===== src/rtl/fetch_queue_pkg.sv =====
// Shared fetch/decode definitions: datapath widths, queue depth and the queue entry type.
package fetch_queue_pkg;

    // Core datapath widths shared by fetch and decode.
    localparam int unsigned INSTR_LEN = 32;
    localparam int unsigned XLEN      = 32;

    // Depth of the instruction queue between fetch and decode.
    localparam int unsigned FETCH_QUEUE_DEPTH = 4;

    // One queued fetch result; decode reuses this type.
    typedef struct packed {
        logic [INSTR_LEN-1:0] instr;
        logic [XLEN-1:0]      tag;
    } fq_entry_t;

endpackage


===== src/rtl/fetch_queue.sv =====
// Instruction queue between fetch and decode. It is a circular FIFO of {instr, tag} entries.
// pipe_stall is taken from registered occupancy only, so decode never reaches back into fetch
// combinationally. flush empties the queue in one cycle for redirects.
module fetch_queue
    import fetch_queue_pkg::*;
#(
    parameter int unsigned DEPTH = FETCH_QUEUE_DEPTH,
    parameter int unsigned CNT_W = $clog2(DEPTH + 1)
) (
    input  logic                 clk,
    input  logic                 rst_n,
    input  logic                 flush,
    input  logic [INSTR_LEN-1:0] in_instr,
    input  logic                 in_valid,
    input  logic [XLEN-1:0]      in_tag,
    output logic                 pipe_stall,
    output logic [INSTR_LEN-1:0] out_instr,
    output logic [XLEN-1:0]      out_tag,
    output logic                 out_valid,
    input  logic                 out_ready,
    output logic [CNT_W-1:0]     count
);

    // Pointers wrap modulo DEPTH; fullness comes from the counter, so no extra wrap bit.
    localparam int unsigned PTR_W = $clog2(DEPTH);

    fq_entry_t        mem_q [DEPTH];
    fq_entry_t        mem_d [DEPTH];
    logic [PTR_W-1:0] wr_ptr_q, wr_ptr_d;
    logic [PTR_W-1:0] rd_ptr_q, rd_ptr_d;
    logic [CNT_W-1:0] count_q, count_d;

    logic full;
    logic empty;
    logic push;
    logic pop;

    // Status and handshake qualifiers; flush cancels both push and pop.
    always_comb begin
        full  = (count_q == CNT_W'(DEPTH));
        empty = (count_q == '0);
        push  = in_valid & ~full & ~flush;
        pop   = ~empty & out_ready & ~flush;
    end

    // Next-state for pointers, occupancy and storage.
    always_comb begin
        wr_ptr_d = wr_ptr_q;
        rd_ptr_d = rd_ptr_q;
        count_d  = count_q;
        mem_d    = mem_q;

        if (flush) begin
            wr_ptr_d = '0;
            rd_ptr_d = '0;
            count_d  = '0;
        end else begin
            if (push) begin
                mem_d[wr_ptr_q] = '{instr: in_instr, tag: in_tag};
                wr_ptr_d        = wr_ptr_q + PTR_W'(1);
            end
            if (pop) begin
                rd_ptr_d = rd_ptr_q + PTR_W'(1);
            end
            // Push while full is already blocked above, so this never exceeds DEPTH.
            count_d = count_q + CNT_W'(push) - CNT_W'(pop);
        end
    end

    // State registers; reset clears storage too so the head reads zero out of reset.
    always_ff @(posedge clk or negedge rst_n) begin
        if (!rst_n) begin
            wr_ptr_q <= '0;
            rd_ptr_q <= '0;
            count_q  <= '0;
            for (int i = 0; i < int'(DEPTH); i++) begin
                mem_q[i] <= '0;
            end
        end else begin
            wr_ptr_q <= wr_ptr_d;
            rd_ptr_q <= rd_ptr_d;
            count_q  <= count_d;
            mem_q    <= mem_d;
        end
    end

    // Outputs: head entry is a direct read of registered storage (no bypass).
    always_comb begin
        out_instr  = mem_q[rd_ptr_q].instr;
        out_tag    = mem_q[rd_ptr_q].tag;
        out_valid  = ~empty;
        pipe_stall = full;
        count      = count_q;
    end

endmodule


===== config.mk =====
export PLATFORM = sky130hd
export DESIGN_NAME = fetch_queue
export DESIGN_NICKNAME = d
export VERILOG_FILES = /design/src/rtl/fetch_queue_pkg.sv /design/src/rtl/fetch_queue.sv
export SDC_FILE = /design/constraint.sdc
export NUM_CORES = 1
export LEC_CHECK = 0
export ABC_AREA = 1
export CAP_MARGIN = 15
export CORE_ASPECT_RATIO = 0.7
export CORE_MARGIN = 4
export CORE_UTILIZATION = 25
export CTS_BUF_LIST = sky130_fd_sc_hd__clkbuf_4
export DETAILED_ROUTE_END_ITERATION = 8
export GPL_TIMING_DRIVEN = 0
export SETUP_SLACK_MARGIN = 0.3
export SLEW_MARGIN = 20
export SYNTH_ARGS = -nofsm -noshare
export SYNTH_HDL_FRONTEND = slang
export SYNTH_SLANG_ARGS = --single-unit
export TNS_END_PERCENT = 10

===== constraint.sdc =====
create_clock -name clk -period 2 [get_ports clk]
set_input_delay 0.2 -clock clk [delete_from_list [all_inputs] [get_ports clk]]
set_output_delay 0.2 -clock clk [all_outputs]
set_load 0.005 [all_outputs]

==> results of run 1 <==
==> layout make-up <==
type	count	share of cell area, %
Timing Repair Buffer	160	8.52
Clock buffer	104	4.57
Clock inverter	12	0.740
Antenna cell	1	0.0147
Tap cell	674	4.94
Inverter	13	0.367
Sequential cell	263	38.6
Buffer	151	7.33
Multi-Input combinational cell	1128	34.9
==> kinds of logic (layout without fill, tap and decap cells) <==
kind of cell,after synthesis,after routing,share of synthesized area [%]
xor gates and xnor gates,2,2,0.136
and+or+nand+nor,925,925,32.7
adders and majority gates,7,7,0.741
DFF,263,263,51.3
buffers and inverters,164,440,6.92
AOI/OAI and AO/OA,194,194,8.27
other,0,1,0
==> Yosys cell counts <==
| library cell | instances | area share [%] |
|---|---|---|
| fa_1 | 1 | 0.16 |
| nor2_1 | 134 | 3.9 |
| xor2_1 | 2 | 0.14 |
| inv_2 | 3 | 0.088 |
| a21oi_4 | 1 | 0.13 |
| o21ai_0 | 129 | 5.0 |
| buf_4 | 33 | 1.9 |
| dfrtp_1 | 263 | 51 |
| nand2_1 | 526 | 15 |
| nand4_4 | 4 | 0.66 |
| buf_1 | 8 | 0.23 |
| ha_1 | 6 | 0.58 |
| clkbuf_1 | 51 | 1.5 |
| buf_2 | 47 | 1.8 |
| o22ai_1 | 64 | 3.1 |
| inv_1 | 10 | 0.29 |
| nor2_2 | 1 | 0.049 |
| buf_6 | 12 | 1.1 |
| nand2_2 | 1 | 0.049 |
| nand3_1 | 2 | 0.078 |
| nand4_1 | 257 | 13 |
==> power breakdown <==
group / switching, mW / internal [mW]
logic: 7.01 / 5.12
clock network: 2.33 / 2.74
registers: 1.43 / 7.61
total: 10.8 / 15.5
==> metrics by stage <==
step | std cells | setup WS (ps)
after floorplan | 1555 | 19.9
after global placement | 2365 | -11790
after detailed placement | 2367 | -579
after CTS | 2497 | -509
after global routing | 2505 | -579
final | 2506 | -480
==> critical path: cells and delay by family, from the launching register on <==
family,cells,cell delay [ps]
buf+inv,7,860
simple gates,1,60
compound gates,1,170
flops,1,440
==> state kept, by name, indices dropped and copies added, names as in the netlist <==
name	count
mem_q	256
rd_ptr_q	2
count	3
wr_ptr_q	2
==> layer usage <==
layer,wire length [µm],up-vias,track usage [%]
met5,0,-,0
met4,646,0,3.66
met3,4470,62,5.35
met2,22600,615,26.6
met1,23500,6504,25.9
li1,-,5868,-
==> final timing paths <==
check | endpoint | from | slack [ps]
setup / recovery | out_instr[4] | rd_ptr_q[0] | -480
hold / removal | mem_q[190] | rst_n | 60
setup reg to reg | count[1] | count[0] | -190
hold reg to reg | mem_q[181] | mem_q[181] | 470
max in group asynchronous | mem_q[153] | rst_n | 940
min in group clk | mem_q[42] | in_instr[10] | 120
==> layout by cell type, fill, tap and decap left out, types with 3 or more instances in the layout <==
| cell | instances |
|---|---|
| buf_16 | 4 |
| bufinv_16 | 3 |
| clkbuf_4 | 119 |
| clkbuf_2 | 19 |
| nand2_1 | 523 |
| ha_1 | 6 |
| dfrtp_1 | 258 |
| clkinv_1 | 7 |
| buf_4 | 53 |
| clkbuf_16 | 3 |
| nand4_4 | 4 |
| o22ai_4 | 5 |
| buf_8 | 10 |
| o21ai_1 | 55 |
| nand4_1 | 257 |
| inv_1 | 8 |
| nor2_4 | 14 |
| nor2_1 | 96 |
| dfrtp_2 | 5 |
| o21ai_0 | 61 |
| o22ai_1 | 16 |
| o22ai_2 | 43 |
| buf_6 | 28 |
| clkbuf_1 | 4 |
| o21ai_2 | 12 |
| nor2_2 | 25 |
| buf_2 | 92 |
| clkdlybuf4s50_1 | 66 |
| buf_12 | 12 |
==> repair_timing <==
| action | 4_1_cts | 5_1_grt |
|---|---|---|
| setup buffers | 9 | 5 |
| gates cloned | 3 | 3 |
| gates resized for setup | 510 | 170 |
| hold endpoints to repair | 119 | 0 |
| pin swaps | 66 | 21 |
| hold buffers | 2 | 0 |
| endpoints found under the setup margin | 318 | 237 |
==> results.sh, run 1 <==
export IMPL_drv_slew=0
export IMPL_max_cap_violations=0
export IMPL_ioPinCount=138
export IMPL_port_buffers=136
export IMPL_clk_latency_ps=740
export IMPL_start_kind="register"
export IMPL_start_util_pct=25.3
export IMPL_fp_dieW_um=279
export IMPL_drive_above_1_share_pct=25.5
export IMPL_htreeDepth=3
export IMPL_cp_end_kind="output port"
export IMPL_n_fill_cell=5319
export IMPL_tns_ps=-23840
export IMPL_cts_root_buf="clkbuf_4"
export IMPL_finalSetupViolations=66
export IMPL_wirelength_um=51200
export IMPL_synthToLayoutAreaGrowth_pct=33.0
export IMPL_multi_input_comb_area_um2=5960
export IMPL_track_usage_pct=17.9
export IMPL_crit_path_frequent_cell="buf_12"
export IMPL_drtIter0Drc=1443
export IMPL_postSynthAreaPerCell_um2=8.26
export IMPL_power_density_nw_per_um2=1540
export IMPL_first_global_vias=12537
export IMPL_hold_violations=0
export IMPL_post_dp_cell_area_um2=15100
export IMPL_violations="setup timing"
export IMPL_die_area_um2=55100
export IMPL_syn_inst=1555
export IMPL_core_um2=50800
export IMPL_final_area_um2=17100
export IMPL_avgViaCountPerCell=5.21
export IMPL_clockBufferDepth=3
export IMPL_ir_worst_vdd_v=0.000524
export IMPL_slew_headroom_pct=56.0
export IMPL_seqCellArea_um2=6590
export IMPL_synth_seq_cells=263
export IMPL_slowest_delay_ps=440
export IMPL_ys_seq_area_share_pct=51.3
export IMPL_drc_errors=0
export IMPL_grt_overflow=0
export IMPL_crit_type="register to output port"
export IMPL_path_cells="buf_8, inv_8, buf_12, buf_12, buf_12, buf_12, nor2_1, o22ai_2, buf_2"
export IMPL_cts_tree="done"
export IMPL_grt_antenna_before_repair=1
export IMPL_syn_nets=1631
export IMPL_synth_area_um2=12800
export IMPL_clk_pin_slew_ps=80
export IMPL_ys_types=21
export IMPL_rsz0062_at_grt="yes"
export IMPL_hold_ws_ps=56.3
export IMPL_setup_ws_ps=-480
export IMPL_grt_max_degree=97
export IMPL_grt_pass1_wl_um=76500
export IMPL_min_period_ps=2480
export IMPL_tightest_slew_ps=660
export IMPL_ff2ff_path_depth=11
export IMPL_numCtsBuffers=68
export IMPL_dr_total_vias=13049
export IMPL_crit_arrival_ps=2280
export IMPL_die_height_um=198
export IMPL_total_power_mw=26.2
export IMPL_critPathMaxFanout=6
export IMPL_first_pass_iters=5
export IMPL_nets=1861
export IMPL_utilization_pct=33.6
export IMPL_cpMaxStageDelayCell="dfrtp_2"
export IMPL_status="complete, but fails checks"
export IMPL_dp_hpwl_um=34700
export IMPL_min_path_type="input pin to asynchronous set/reset pin"
export IMPL_p_leak_nw=8.52
export IMPL_ant_nets=0
export IMPL_wl_per_cell_um=20.4
export IMPL_fin_skew_ps=31.9
export IMPL_ys_warn_count=0
export IMPL_gp_congestion=0.841
export IMPL_rows=69
export IMPL_cp_required_ps=1800
export IMPL_clock_sinks=263
export IMPL_max_freq_mhz=403
export IMPL_finalCritPeriodShare_pct=124
No activity file was read; power rests on OpenSTA's default activity.
==> run 2: changes to the inputs <==
--- a/config.mk
+++ b/config.mk
@@ -8,11 +8,12 @@
 export ABC_AREA = 1
 export CAP_MARGIN = 15
 export CORE_ASPECT_RATIO = 0.7
-export CORE_MARGIN = 4
-export CORE_UTILIZATION = 25
+export CORE_MARGIN = 5
+export CORE_UTILIZATION = 50
 export CTS_BUF_LIST = sky130_fd_sc_hd__clkbuf_4
 export DETAILED_ROUTE_END_ITERATION = 8
 export GPL_TIMING_DRIVEN = 0
+export PLACE_DENSITY = 0.72
 export SETUP_SLACK_MARGIN = 0.3
 export SLEW_MARGIN = 20
 export SYNTH_ARGS = -nofsm -noshare
==> constraint.sdc (replaced) <==
create_clock -name clk -period 2.4 [get_ports clk]
set_input_delay 0.24 -clock clk [delete_from_list [all_inputs] [get_ports clk]]
set_output_delay 0.24 -clock clk [all_outputs]
set_load 0.005 [all_outputs]
==> run 2 against run 1 <==
Against the previous run:
- the run now ends clean
- sequential power is 16% lower
- routed wire length decreased by 13%
- final area is 3.3% lower
- count of clock-buffer cells in the layout is 6 lower
- critical path depth fell by 1
- core utilization up 31 points
==> results.sh, run 2 (same netlist as run 1, synthesis figures left out) <==
export IMPL_final_cells=2154
export IMPL_rsz0062_at_grt="yes"
export IMPL_core_um2=25500
export IMPL_finalSetupViolations=0
export IMPL_synthToLayoutAreaGrowth_pct=28.6
export IMPL_multi_input_comb_area_um2=5990
export IMPL_dp_cells=2025
export IMPL_numCtsBuffers=69
export IMPL_total_power_mw=21.1
export IMPL_power_density_nw_per_um2=1280
export IMPL_finalCritPeriodShare_pct=98.5
export IMPL_ant_nets=0
export IMPL_dpl_worst_slack_ps=-157
export IMPL_fin_skew_ps=29.0
export IMPL_fp_dieW_um=202
export IMPL_start_kind="register"
export IMPL_gp_congestion=0.881
export IMPL_drtIter0Drc=1543
export IMPL_critPathMaxFanout=5
export IMPL_grt_antenna_before_repair=2
export IMPL_dp_hpwl_um=29200
export IMPL_htreeDepth=3
export IMPL_cts_tree="done"
export IMPL_final_cell_mix="nand2_1 (523), dfrtp_1 (258), nand4_1 (257), clkbuf_4 (100), nor2_1 (94)"
export IMPL_ioPinCount=138
export IMPL_avgViaCountPerCell=6.11
export IMPL_clock_sinks=263
export IMPL_p_leak_nw=8.29
export IMPL_port_buffers=136
export IMPL_start_util_pct=50.3
export IMPL_die_height_um=144
export IMPL_final_area_um2=16500
export IMPL_ir_worst_vdd_v=0.000542
export IMPL_n_fill_cell=2152
export IMPL_slew_headroom_pct=59.4
export IMPL_grt_pass1_wl_um=70900
export IMPL_status="finished clean"
export IMPL_crit_type="register to output port"
export IMPL_rows=49
export IMPL_clk_latency_ps=700
export IMPL_largest_register="mem_q"
export IMPL_wirelength_um=44700
export IMPL_wl_per_cell_um=20.8
export IMPL_dr_total_vias=13156
export IMPL_post_dp_cell_area_um2=14700
export IMPL_drive_above_1_share_pct=24.2
export IMPL_max_cap_violations=0
export IMPL_largest_reg_flops=256
export IMPL_grt_overflow=0
export IMPL_nets=1857
export IMPL_max_freq_mhz=423
export IMPL_cp_required_ps=2160
export IMPL_seqCellArea_um2=6590
export IMPL_grt_max_degree=94
export IMPL_cp_end_kind="output port"
export IMPL_min_path_type="input pin to asynchronous set/reset pin"
export IMPL_min_period_ps=2360
export IMPL_die_area_um2=29000
export IMPL_setup_ws_ps=36.6
export IMPL_clk_pin_slew_ps=70
export IMPL_crit_arrival_ps=2120
export IMPL_track_usage_pct=30.5
export IMPL_final_common_cell="nand2_1"
export IMPL_drc_errors=0
export IMPL_cts_root_buf="clkbuf_4"
export IMPL_drv_slew=0
export IMPL_first_pass_iters=6
export IMPL_clockBufferDepth=3
export IMPL_hold_violations=0
export IMPL_first_global_vias=12870
export IMPL_tightest_slew_ps=609
export IMPL_utilization_pct=64.7
run 2: layout make-up:
class | count | share of cell area (%)
antenna | 2 | 0.0303
buffer | 151 | 7.44
sequential | 263 | 39.9
clock inverter | 13 | 0.622
multi-input combinational | 1128 | 36.3
clock buffer | 98 | 4.46
inverter | 13 | 0.425
tap | 331 | 2.51
timing repair buffer | 155 | 8.29
run 2: report_power, final:
part | internal (mW) | switching (mW)
Combinational | 4.10 | 5.44
Clock | 2.07 | 1.90
Sequential | 6.34 | 1.28
run 2: per-layer routing:
layer	global-route usage, %	share of wire [%]	vias to the layer above
li1	-	-	5854
met1	44.1	43	6398
met2	45.0	44	783
met3	8.29	11	121
met4	9.85	2.7	0
met5	0	0	-
run 2: worst max-delay path, cell delays in order, from the launching register on:
cell and delay [ps]:
dfrtp_2 430, buf_8 150, clkinv_8 60, buf_16 130, buf_6 110, buf_6 130, o21ai_1 60, o22ai_1 180
buf_2 160
run 2: worst paths after layout:
path | startpoint | slack [ps] | cells after the start | endpoint
worst max-delay path | rd_ptr_q[0] | 40 | 8 | out_instr[1]
worst min-delay path | rst_n | 80 | 3 | mem_q[54]
worst max register to register | count[1] | 280 | 11 | count[1]
worst min register to register | mem_q[105] | 470 | 2 | mem_q[105]
max in group asynchronous | rst_n | 1370 | 4 | mem_q[22]
min in group clk | in_instr[19] | 180 | 3 | mem_q[51]
run 2: stage by stage:
step           TNS (ps)  hold WS, ps
2_1_floorplan         0        -55.6
3_3_place_gp   -2744490          457
3_5_place_dp      -1480          104
4_1_cts               0         51.4
5_1_grt           -92.2         75.1
6_report              0         76.5
run 2: what timing repair did:
| action | in CTS | in global routing |
|---|---|---|
| endpoints found under the setup margin | 89 | 133 |
| cloned | 3 | 0 |
| setup buffers | 9 | 1 |
| hold buffers | 3 | 0 |
| gates resized for setup | 450 | 186 |
| pin swaps | 45 | 71 |
| hold endpoints to repair | 172 | 0 |
